<file path="src/rtl/cache_refill_ctrl_pkg.sv">
`default_nettype none
// ============================================================================
// Module   : cache_refill_ctrl_pkg
// Brief    : Shared types and constants for the cache refill controller.
//            The refill FSM state type and line-offset helpers live here.
// Revision : 1.0 - initial release
// ============================================================================
package cache_refill_ctrl_pkg;

  // Refill sequencer states.
  typedef enum logic [2:0] {
    IDLE    = 3'd0,
    WB      = 3'd1,
    RD      = 3'd2,
    RD_WAIT = 3'd3,
    FILL    = 3'd4,
    DONE    = 3'd5
  } refill_state_t;

  // Byte-offset width of a line: word index bits plus two byte-in-word bits.
  function automatic int line_offset_bits(input int words);
    return $clog2(words) + 2;
  endfunction

  localparam int DEFAULT_LINE_WORDS = 4;
  localparam int LINE_OFFSET_BITS   = line_offset_bits(DEFAULT_LINE_WORDS);

endpackage
`default_nettype wire

</file>
<file path="src/rtl/refill_line_buffer.sv">
`default_nettype none
// ============================================================================
// Module   : refill_line_buffer
// Brief    : LINE_WORDS x DATA_WIDTH register file that assembles the line
//            being refilled. Word-indexed write port, flat packed read port
//            (word i at bits [i*DATA_WIDTH +: DATA_WIDTH]).
// Revision : 1.0 - initial release
// ============================================================================
module refill_line_buffer
  import cache_refill_ctrl_pkg::*;
#(
  parameter int DATA_WIDTH = 32,
  parameter int LINE_WORDS = DEFAULT_LINE_WORDS,
  localparam int IDX_W     = $clog2(LINE_WORDS)
) (
  input  logic                           clk,
  input  logic                           rst,
  input  logic                           we_i,
  input  logic [IDX_W-1:0]               widx_i,
  input  logic [DATA_WIDTH-1:0]          wdata_i,
  output logic [LINE_WORDS*DATA_WIDTH-1:0] line_o
);

  logic [DATA_WIDTH-1:0] words_q [LINE_WORDS];

  // Word storage: cleared on reset, one word written per enabled cycle.
  always_ff @(posedge clk or posedge rst) begin
    if (rst) begin
      for (int i = 0; i < LINE_WORDS; i++) begin
        words_q[i] <= '0;
      end
    end else if (we_i) begin
      words_q[widx_i] <= wdata_i;
    end
  end

  generate
    for (genvar g = 0; g < LINE_WORDS; g++) begin : g_pack
      assign line_o[g*DATA_WIDTH +: DATA_WIDTH] = words_q[g];
    end
  endgenerate

endmodule
`default_nettype wire

</file>
<file path="src/rtl/cache_refill_ctrl.sv">
`default_nettype none
// ============================================================================
// Module   : cache_refill_ctrl
// Brief    : Miss handler for the write-back data cache. Writes back a dirty
//            victim line, reads the missing line word by word from data
//            memory, then hands the assembled line to the cache with a
//            one-cycle fetch_enable pulse. Stalls the pipeline throughout.
//            Optional build macro REFILL_PERF_CNT_EN adds miss/write-back
//            event counters (miss_cnt_o, wb_cnt_o).
// Revision : 1.0 - initial release
// ============================================================================
module cache_refill_ctrl
  import cache_refill_ctrl_pkg::*;
#(
  parameter int DATA_WIDTH = 32,
  parameter int LINE_WORDS = DEFAULT_LINE_WORDS
) (
  input  logic                             clk,
  input  logic                             rst,
  input  logic                             miss_i,
  input  logic [DATA_WIDTH-1:0]            miss_addr_i,
  input  logic                             wb_valid_i,
  input  logic [DATA_WIDTH-1:0]            wb_addr_i,
  input  logic [LINE_WORDS*DATA_WIDTH-1:0] wb_data_i,
  output logic [LINE_WORDS*DATA_WIDTH-1:0] fetch_data_o,
  output logic                             fetch_enable_o,
  output logic                             stall_o,
  output logic [DATA_WIDTH-1:0]            mem_addr_o,
  output logic                             mem_we_o,
  output logic                             mem_re_o,
  output logic [DATA_WIDTH-1:0]            mem_wdata_o,
`ifdef REFILL_PERF_CNT_EN
  output logic [31:0]                      miss_cnt_o,
  output logic [31:0]                      wb_cnt_o,
`endif
  input  logic [DATA_WIDTH-1:0]            mem_rdata_i
);

  localparam int CNT_W = $clog2(LINE_WORDS);
  localparam int OFF_W = line_offset_bits(LINE_WORDS);
  localparam logic [CNT_W-1:0] LAST_WORD = CNT_W'(LINE_WORDS - 1);

  refill_state_t         state_q;
  logic [CNT_W-1:0]      cnt_q;
  logic [DATA_WIDTH-1:0] line_addr_q;
  logic [DATA_WIDTH-1:0] wb_addr_q;
  logic [DATA_WIDTH-1:0] wb_word_q [LINE_WORDS];
  logic [DATA_WIDTH-1:0] mem_addr_q;
  logic [DATA_WIDTH-1:0] mem_wdata_q;
  logic                  mem_we_q;
  logic                  mem_re_q;
  logic                  fetch_en_q;

  logic [CNT_W-1:0]      cnt_inc;
  logic [DATA_WIDTH-1:0] next_off;
  logic [DATA_WIDTH-1:0] miss_line;
  logic                  buf_we;
  logic [CNT_W-1:0]      buf_idx;
  logic                  unused_offset_bits;

  assign cnt_inc   = cnt_q + CNT_W'(1);
  assign next_off  = {{(DATA_WIDTH-CNT_W-2){1'b0}}, cnt_inc, 2'b00};
  assign miss_line = {miss_addr_i[DATA_WIDTH-1:OFF_W], {OFF_W{1'b0}}};
  // Byte offset within the line is irrelevant to a refill.
  assign unused_offset_bits = ^miss_addr_i[OFF_W-1:0];

  // Read data lags mem_re by one cycle, so RD word k lands in slot k-1 and
  // RD_WAIT catches the final word.
  assign buf_we  = ((state_q == RD) && (cnt_q != '0)) || (state_q == RD_WAIT);
  assign buf_idx = (state_q == RD_WAIT) ? LAST_WORD : (cnt_q - CNT_W'(1));

  // Refill sequencer; memory-side strobes are registered alongside the state.
  always_ff @(posedge clk or posedge rst) begin
    if (rst) begin
      state_q     <= IDLE;
      cnt_q       <= '0;
      line_addr_q <= '0;
      wb_addr_q   <= '0;
      for (int i = 0; i < LINE_WORDS; i++) begin
        wb_word_q[i] <= '0;
      end
      mem_addr_q  <= '0;
      mem_wdata_q <= '0;
      mem_we_q    <= 1'b0;
      mem_re_q    <= 1'b0;
      fetch_en_q  <= 1'b0;
    end else begin
      fetch_en_q <= 1'b0;
      case (state_q)
        IDLE: begin
          if (miss_i) begin
            line_addr_q <= miss_line;
            cnt_q       <= '0;
            if (wb_valid_i) begin
              wb_addr_q <= wb_addr_i;
              for (int i = 0; i < LINE_WORDS; i++) begin
                wb_word_q[i] <= wb_data_i[i*DATA_WIDTH +: DATA_WIDTH];
              end
              mem_we_q    <= 1'b1;
              mem_addr_q  <= wb_addr_i;
              mem_wdata_q <= wb_data_i[DATA_WIDTH-1:0];
              state_q     <= WB;
            end else begin
              mem_re_q   <= 1'b1;
              mem_addr_q <= miss_line;
              state_q    <= RD;
            end
          end
        end
        WB: begin
          if (cnt_q == LAST_WORD) begin
            cnt_q       <= '0;
            mem_we_q    <= 1'b0;
            mem_wdata_q <= '0;
            mem_re_q    <= 1'b1;
            mem_addr_q  <= line_addr_q;
            state_q     <= RD;
          end else begin
            cnt_q       <= cnt_inc;
            mem_addr_q  <= wb_addr_q + next_off;
            mem_wdata_q <= wb_word_q[cnt_inc];
          end
        end
        RD: begin
          if (cnt_q == LAST_WORD) begin
            cnt_q      <= '0;
            mem_re_q   <= 1'b0;
            mem_addr_q <= '0;
            state_q    <= RD_WAIT;
          end else begin
            cnt_q      <= cnt_inc;
            mem_addr_q <= line_addr_q + next_off;
          end
        end
        RD_WAIT: begin
          fetch_en_q <= 1'b1;
          state_q    <= FILL;
        end
        FILL: begin
          state_q <= DONE;
        end
        DONE: begin
          state_q <= IDLE;
        end
        default: begin
          state_q <= IDLE;
        end
      endcase
    end
  end

  refill_line_buffer #(
    .DATA_WIDTH (DATA_WIDTH),
    .LINE_WORDS (LINE_WORDS)
  ) u_line_buffer (
    .clk     (clk),
    .rst     (rst),
    .we_i    (buf_we),
    .widx_i  (buf_idx),
    .wdata_i (mem_rdata_i),
    .line_o  (fetch_data_o)
  );

  // Detection cycle stalls combinationally so the pipeline freezes at once.
  assign stall_o        = (state_q != IDLE) || miss_i;
  assign fetch_enable_o = fetch_en_q;
  assign mem_addr_o     = mem_addr_q;
  assign mem_wdata_o    = mem_wdata_q;
  assign mem_we_o       = mem_we_q;
  assign mem_re_o       = mem_re_q;

`ifdef REFILL_PERF_CNT_EN
  logic [31:0] miss_cnt_q;
  logic [31:0] wb_cnt_q;

  // Count refill starts; the counters wrap naturally.
  always_ff @(posedge clk or posedge rst) begin
    if (rst) begin
      miss_cnt_q <= '0;
      wb_cnt_q   <= '0;
    end else if ((state_q == IDLE) && miss_i) begin
      miss_cnt_q <= miss_cnt_q + 32'd1;
      if (wb_valid_i) begin
        wb_cnt_q <= wb_cnt_q + 32'd1;
      end
    end
  end

  assign miss_cnt_o = miss_cnt_q;
  assign wb_cnt_o   = wb_cnt_q;
`endif

endmodule
`default_nettype wire

</file>
<file path="config.mk">
export PLATFORM = sky130hd
export DESIGN_NAME = cache_refill_ctrl
export DESIGN_NICKNAME = d
export VERILOG_FILES = /design/src/rtl/cache_refill_ctrl_pkg.sv /design/src/rtl/refill_line_buffer.sv /design/src/rtl/cache_refill_ctrl.sv
export SDC_FILE = /design/constraint.sdc
export NUM_CORES = 1
export LEC_CHECK = 0
export CAP_MARGIN = 10
export CORE_AREA = 8 8 198 181
export DETAILED_ROUTE_END_ITERATION = 8
export DIE_AREA = 0 0 206 189
export PLACE_DENSITY = 0.84
export SLEW_MARGIN = 20
export SYNTH_ARGS = -nofsm -noshare
export SYNTH_HDL_FRONTEND = slang
export SYNTH_SLANG_ARGS = --single-unit
export TNS_END_PERCENT = 5
</file>
<file path="constraint.sdc">
create_clock -name clk -period 28.9 [get_ports clk]
set_clock_uncertainty 0.05 [all_clocks]
set_input_delay 4.335 -clock clk [delete_from_list [all_inputs] [get_ports clk]]
set_output_delay 4.335 -clock clk [all_outputs]
set_load 0.03 [all_outputs]
</file>
==> impl_metrics.env, run 1 <==
export IMPL_async_reset_ff_share_pct=100
export IMPL_cp_slowest_cell="clkdlybuf4s50_1"
export IMPL_path_class="in -> out"
export IMPL_rows=63
export IMPL_rsz0062_at_grt="false"
export IMPL_setup_ws_ns=18.71
export IMPL_synth_seq_cells=388
export IMPL_first_pass_iters=5
export IMPL_grt_antenna_before_repair=4
export IMPL_cap_violations=0
export IMPL_postCtsHoldBufs=0
export IMPL_wl_um=49400
export IMPL_setup_viol=0
export IMPL_drtAntennaViolNets=0
export IMPL_synth_distinct_cells=54
export IMPL_portBuffers=419
export IMPL_cts_resized=0
export IMPL_hold_class="reg -> reg"
export IMPL_ios=424
export IMPL_p_total_mw=2.84
export IMPL_timing_fmax_mhz=98.1
export IMPL_dp_cells=1997
export IMPL_p_comb_share_pct=47.7
export IMPL_period_minus_slack_ns=10.19
export IMPL_grt_max_degree=193
export IMPL_vias=11900
export IMPL_path_cells="clkdlybuf4s50_1, nor2_1, nand2_1, clkdlybuf4s50_1"
export IMPL_syn_inst=1223
export IMPL_hold_violations=0
export IMPL_place_worst_setup_slack_ns=18.72
export IMPL_initial_core_util_pct=52.1
export IMPL_path_delay_family="buffers and inverters"
export IMPL_p_per_area_mw_per_mm2=125
export IMPL_vias_per_cell=5.73
export IMPL_maxSlewViolCount=0
export IMPL_syn_num_nets=1456
export IMPL_post_cts_buffers=0
export IMPL_wl_met2_um=24700
export IMPL_cts_tree="done"
export IMPL_syn_avg_cell_area_um2=13.8
export IMPL_synth_ff_type="dfrtp_1"
export IMPL_numCtsBuffers=41
export IMPL_utilization_pct=69.9
export IMPL_power_leakage_nw=9.37
export IMPL_cts_reportedPaths_clkPinSlew_ns=0.05
export IMPL_seqPwrFrac_pct=35.1
export IMPL_synth_edf_count=0
export IMPL_cts_num_sinks=388
export IMPL_layout_drive_gt1_share_pct=21.8
export IMPL_insertion_delay_ns=0.53
export IMPL_top_layer="met5"
export IMPL_max_slew_worst_pin_slew_ns=1.06
export IMPL_path_max_fanout=5
export IMPL_die_y_um=189
export IMPL_fin_nets=1853
export IMPL_m1WireLength_um=19800
export IMPL_crit_buf_inv=2
export IMPL_final_cell_count_no_fill=2075
export IMPL_drcViolationCount=0
export IMPL_clockBufferDepth=3
export IMPL_ir_drop_uv=83.9
export IMPL_ys_seq_area_share_pct=57.4
export IMPL_switching_power_mw=1.11
export IMPL_period_share_pct=35.3
export IMPL_overflow=0
export IMPL_cp_arrival_ns=5.81
export IMPL_area_growth_syn_to_layout_pct=34.3
export IMPL_cts_max_level=2
export IMPL_gp_congestion=0.834
export IMPL_end_kind="primary output"
export IMPL_grt_pass1_vias=12800
export IMPL_die_area_mm2=0.0389
export IMPL_grt_pass1_wl_um=76500
export IMPL_die_width_um=206
export IMPL_root_buffer="clkbuf_16"
export IMPL_status="finished clean"
export IMPL_max_stage_delay_ns=0.72
export IMPL_dp_hpwl_um=34100
export IMPL_fin_tns_setup_ns=0
export IMPL_worstPathRequired_ns=24.52
export IMPL_startpoint_type="primary input"
export IMPL_grt_total_usage_pct=24.9
export IMPL_yosysWarningCount=0
export IMPL_wl_per_cell_um=23.8
export IMPL_routed_wl_met3_um=3460
export IMPL_swShare_pct=39.1
export IMPL_synth_area_mm2=0.0169
export IMPL_drt_initial_drc_count=700
export IMPL_power_share_clock_pct=17.2
export IMPL_max_slew_margin_pct=29.0
export IMPL_coreArea_mm2=0.0325
export IMPL_cpMostUsedCell="clkdlybuf4s50_1"
export IMPL_p_int_mw=1.73
-- metal layers --
| layer | GRT usage [%] | vias to the layer above |
|---|---|---|
| met5 | 0 | - |
| met4 | 7.75 | 2 |
| met3 | 5.84 | 88 |
| li1 | - | 5287 |
| met2 | 41.8 | 398 |
| met1 | 31.6 | 6121 |
-- logic make-up after synthesis --
kind of cell    synth area share, %
compound gates                 6.99
buf+inv                        2.86
flops                          57.4
xor+xnor                       1.35
mux                            26.6
fa+ha+maj                     0.414
simple gates                   4.36
-- per-stage QoR --
stage               hold WS [ns]  area (µm²)
finish                     0.427       22700
global route               0.445       22700
CTS                        0.431       22600
detailed placement         0.419       21400
global placement           0.411       21400
floorplan                  0.402       16900
-- cells in the mapped netlist, types with 2 or more instances --
| library cell | count | share of area [%] |
|---|---|---|
| mux2_2 | 236 | 16 |
| nor2b_1 | 2 | 0.074 |
| a21oi_1 | 22 | 0.65 |
| inv_1 | 15 | 0.33 |
| ha_1 | 4 | 0.30 |
| and3_1 | 10 | 0.37 |
| dfrtp_1 | 388 | 57 |
| nor4_1 | 2 | 0.074 |
| o32ai_1 | 3 | 0.16 |
| xnor2_1 | 9 | 0.47 |
| a222oi_1 | 15 | 0.89 |
| buf_1 | 5 | 0.11 |
| o21ai_0 | 72 | 2.1 |
| a31oi_1 | 8 | 0.30 |
| o22ai_1 | 5 | 0.19 |
| xor2_1 | 17 | 0.88 |
| mux2i_1 | 7 | 0.41 |
| a21o_1 | 3 | 0.13 |
| nor2_1 | 32 | 0.71 |
| and4_1 | 2 | 0.10 |
| nor3_1 | 3 | 0.089 |
| nand3b_1 | 2 | 0.089 |
| a22oi_1 | 34 | 1.5 |
| a221oi_1 | 5 | 0.26 |
| mux2_1 | 93 | 6.2 |
| buf_2 | 21 | 0.62 |
| a31o_2 | 2 | 0.10 |
| clkbuf_1 | 47 | 1.0 |
| nand4_1 | 13 | 0.48 |
| o21bai_1 | 2 | 0.089 |
| nand2b_1 | 4 | 0.15 |
| buf_6 | 10 | 0.67 |
| mux4_2 | 32 | 4.3 |
| o21a_1 | 2 | 0.089 |
| nand2_1 | 61 | 1.4 |
| and2_1 | 5 | 0.19 |
| nand3_1 | 10 | 0.30 |
| a32oi_1 | 4 | 0.21 |
-- sequential cells by signal, indices dropped and copies added (netlist names) --
signal / cells
wb_addr_q: 32
line_addr_q: 28
fetch_enable_o: 1
mem_re_o: 1
mem_we_o: 1
state_q: 3
u_line_buffer.line_o: 128
cnt_q: 2
mem_wdata_o: 32
wb_word_q: 128
mem_addr_o: 32
-- power groups by stage --
stage	registers, mW	clock network [mW]	logic (mW)
floorplan	1.22	0	0.603
global placement	0.977	0	1.32
detailed placement	0.997	0	1.35
CTS	0.991	0.497	1.36
global route	1.03	0.519	1.44
finish	0.994	0.488	1.35
-- layout make-up --
class | count | area, µm²
fillers | 2162 | 9780
flip-flops and latches | 388 | 9710
multi-input cells | 734 | 6760
repair buffers | 438 | 4380
clock buffers | 60 | 1160
well taps | 422 | 528
clock inverters | 12 | 76.3
inverters | 17 | 71.3
diodes | 4 | 10.0
-- path summary, 6_finish.rpt --
| check | start | endpoint | slack, ns | depth (start not counted) |
|---|---|---|---|---|
| setup / recovery | miss_i | stall_o | 18.71 | 4 |
| max in group asynchronous | rst | wb_word_q[67] | 22.94 | 4 |
| min in group asynchronous | rst | u_line_buffer.line_o[14] | 4.31 | 2 |
| hold reg to reg | wb_word_q[42] | wb_word_q[42] | 0.43 | 1 |
| hold / removal | wb_word_q[42] | wb_word_q[42] | 0.43 | 1 |
| setup reg to reg | state_q[1] | wb_word_q[120] | 24.50 | 7 |
-- layout by cell type (no fill, tap or decap), types with 17 or more instances in the layout --
| master | instances |
|---|---|
| clkbuf_16 | 41 |
| mux2_2 | 236 |
| nor2_1 | 31 |
| o21ai_0 | 72 |
| clkdlybuf4s50_1 | 418 |
| a21oi_1 | 21 |
| mux4_2 | 32 |
| mux2_1 | 93 |
| dfrtp_1 | 387 |
| nand2_1 | 61 |
| xor2_1 | 17 |
| a22oi_1 | 34 |
No activity file was read; power rests on OpenSTA's default activity.
==> run 2, diff against run 1 <==
CORE_AREA = 8 8 214 195   (was 8 8 198 181)
DIE_AREA = 0 0 222 203   (was 0 0 206 189)
PLACE_DENSITY = 0.76   (was 0.84)
clock period = 8.32 ns   (was 28.9 ns; I/O delays follow)
==> run 2 against run 1 <==
Hold slack got worse by 0.00090 ns. Utilization decreased by 9.5 points. Via count fell by 1.6%. First-iteration DRC count increased by 15%. Clock power rose to 4.0 times the previous value. Power grew to 3.6 times the previous value. Wire length is 0.14% higher. Sequential cell count unchanged. Sequential share of layout area shrank 0.49 points. Global-route usage decreased by 3.3 points. Critical path depth is 3 higher. Largest cell class unchanged. Highest routed layer unchanged.
==> impl_metrics.env, run 2 (synthesized netlist as in run 1, its figures left out) <==
export IMPL_vias=11700
export IMPL_grt_pass1_wl_um=76700
export IMPL_cts_tree="done"
export IMPL_fin_tns_setup_ns=0
export IMPL_cts_num_sinks=388
export IMPL_first_pass_iters=6
export IMPL_max_slew_worst_pin_slew_ns=1.05
export IMPL_grt_total_usage_pct=21.6
export IMPL_drtAntennaViolNets=0
export IMPL_ff2ff_path_depth=10
export IMPL_postCtsHoldBufs=0
export IMPL_vias_per_cell=5.46
export IMPL_clockBufferDepth=3
export IMPL_drt_initial_drc_count=803
export IMPL_ios=424
export IMPL_r2r_start="cnt_q[0]"
export IMPL_hold_violations=0
export IMPL_setup_viol=0
export IMPL_p_per_area_mw_per_mm2=440
export IMPL_numCtsBuffers=43
export IMPL_cap_violations=0
export IMPL_rr_endpoint="mem_addr_o[19]"
export IMPL_status="finished clean"
export IMPL_gp_congestion=0.840
export IMPL_fin_nets=1854
export IMPL_path_max_fanout=75
export IMPL_cts_reportedPaths_clkPinSlew_ns=0.05
export IMPL_coreArea_mm2=0.0380
export IMPL_period_minus_slack_ns=4.35
export IMPL_insertion_delay_ns=0.55
export IMPL_setup_ws_ns=3.97
export IMPL_hold_path_end="wb_word_q[4]"
export IMPL_end_kind="register"
export IMPL_hold_start="wb_word_q[4]"
export IMPL_overflow=0
export IMPL_r2r_slack_ns=4.05
export IMPL_rsz0062_at_grt="false"
export IMPL_die_y_um=203
export IMPL_cp_arrival_ns=4.73
export IMPL_cts_max_level=2
export IMPL_area_growth_syn_to_layout_pct=35.8
export IMPL_layout_common_cells="clkdlybuf4s50_1 (418), dfrtp_1 (387), mux2_2 (236)"
export IMPL_initial_core_util_pct=44.5
export IMPL_cts_resized=0
export IMPL_final_common_cell="clkdlybuf4s50_1"
export IMPL_period_share_pct=52.3
export IMPL_grt_max_degree=174
export IMPL_die_area_mm2=0.0451
export IMPL_rows=68
export IMPL_maxSlewViolCount=0
export IMPL_portBuffers=419
export IMPL_grt_antenna_before_repair=6
export IMPL_ir_drop_uv=295
export IMPL_die_width_um=222
export IMPL_layout_drive_gt1_share_pct=21.9
export IMPL_place_worst_setup_slack_ns=3.44
export IMPL_timing_fmax_mhz=230
export IMPL_drcViolationCount=0
export IMPL_startpoint_type="primary input"
export IMPL_max_slew_margin_pct=29.6
export IMPL_hold_class="reg -> reg"
export IMPL_power_leakage_nw=9.45
export IMPL_worstPathRequired_ns=8.70
export IMPL_wl_per_cell_um=23.1
export IMPL_root_buffer="clkbuf_16"
export IMPL_whs_path_depth=1
export IMPL_wl_um=49500
export IMPL_path_class="in -> reg"
export IMPL_grt_pass1_vias=12700
export IMPL_dp_hpwl_um=34100
export IMPL_post_cts_buffers=0
==> run 2: where the power goes <==
part	total (mW)	internal (mW)	switching (mW)
registers	3.44	2.86	0.577
logic	4.69	2.17	2.52
clock network	1.97	1.22	0.747
==> run 2: final cells by class <==
type	instances	area (µm²)
diodes	3	7.51
flip-flops and latches	388	9710
inverters	17	67.6
clock inverters	11	210
multi-input cells	734	6760
clock buffers	64	1250
fillers	2907	15100
repair buffers	437	4350
well taps	490	613
==> run 2: worst max path at each step <==
stage          startpoint             end  cells after the start
4_1_cts            miss_i   wb_word_q[71]                      7
5_1_grt            miss_i   wb_word_q[95]                      7
3_3_place_gp       miss_i  wb_word_q[100]                      7
6_report           miss_i  wb_word_q[104]                      7
2_1_floorplan         rst        cnt_q[0]                      1
3_5_place_dp       miss_i  wb_word_q[127]                      7
==> run 2: worst max-delay path, stage by stage <==
cell and delay, ns:
clkdlybuf4s50_1 0.55, nor2_1 0.11, nor4_4 0.17, buf_4 0.51
and2_4 0.95, buf_4 0.65, mux2_2 0.40
==> run 2: through the flow <==
| stage | instance area (µm²) | instances | utilization [%] | hold WS (ns) | total power [mW] |
|---|---|---|---|---|---|
| 2_1_floorplan | 16900 | 1223 | - | 0.402 | 6.34 |
| 3_3_place_gp | 21500 | 2066 | 56.5 | 0.411 | 8.04 |
| 3_5_place_dp | 21500 | 2066 | 56.5 | 0.419 | 8.17 |
| 4_1_cts | 22900 | 2141 | 60.3 | 0.432 | 10.2 |
| 5_1_grt | 23000 | 2144 | 60.4 | 0.452 | 10.6 |
| 6_report | 23000 | 2144 | 60.4 | 0.426 | 10.1 |
==> run 2: layer usage <==
metal	vias to the layer above	wire [µm]	share of wire, %	track usage, %
met1	5984	20300	41	26.7
met5	-	46	0.093	0
li1	5279	-	-	-
met2	361	24600	50	36.4
met4	6	1270	2.6	7.17
met3	78	3240	6.5	6.00
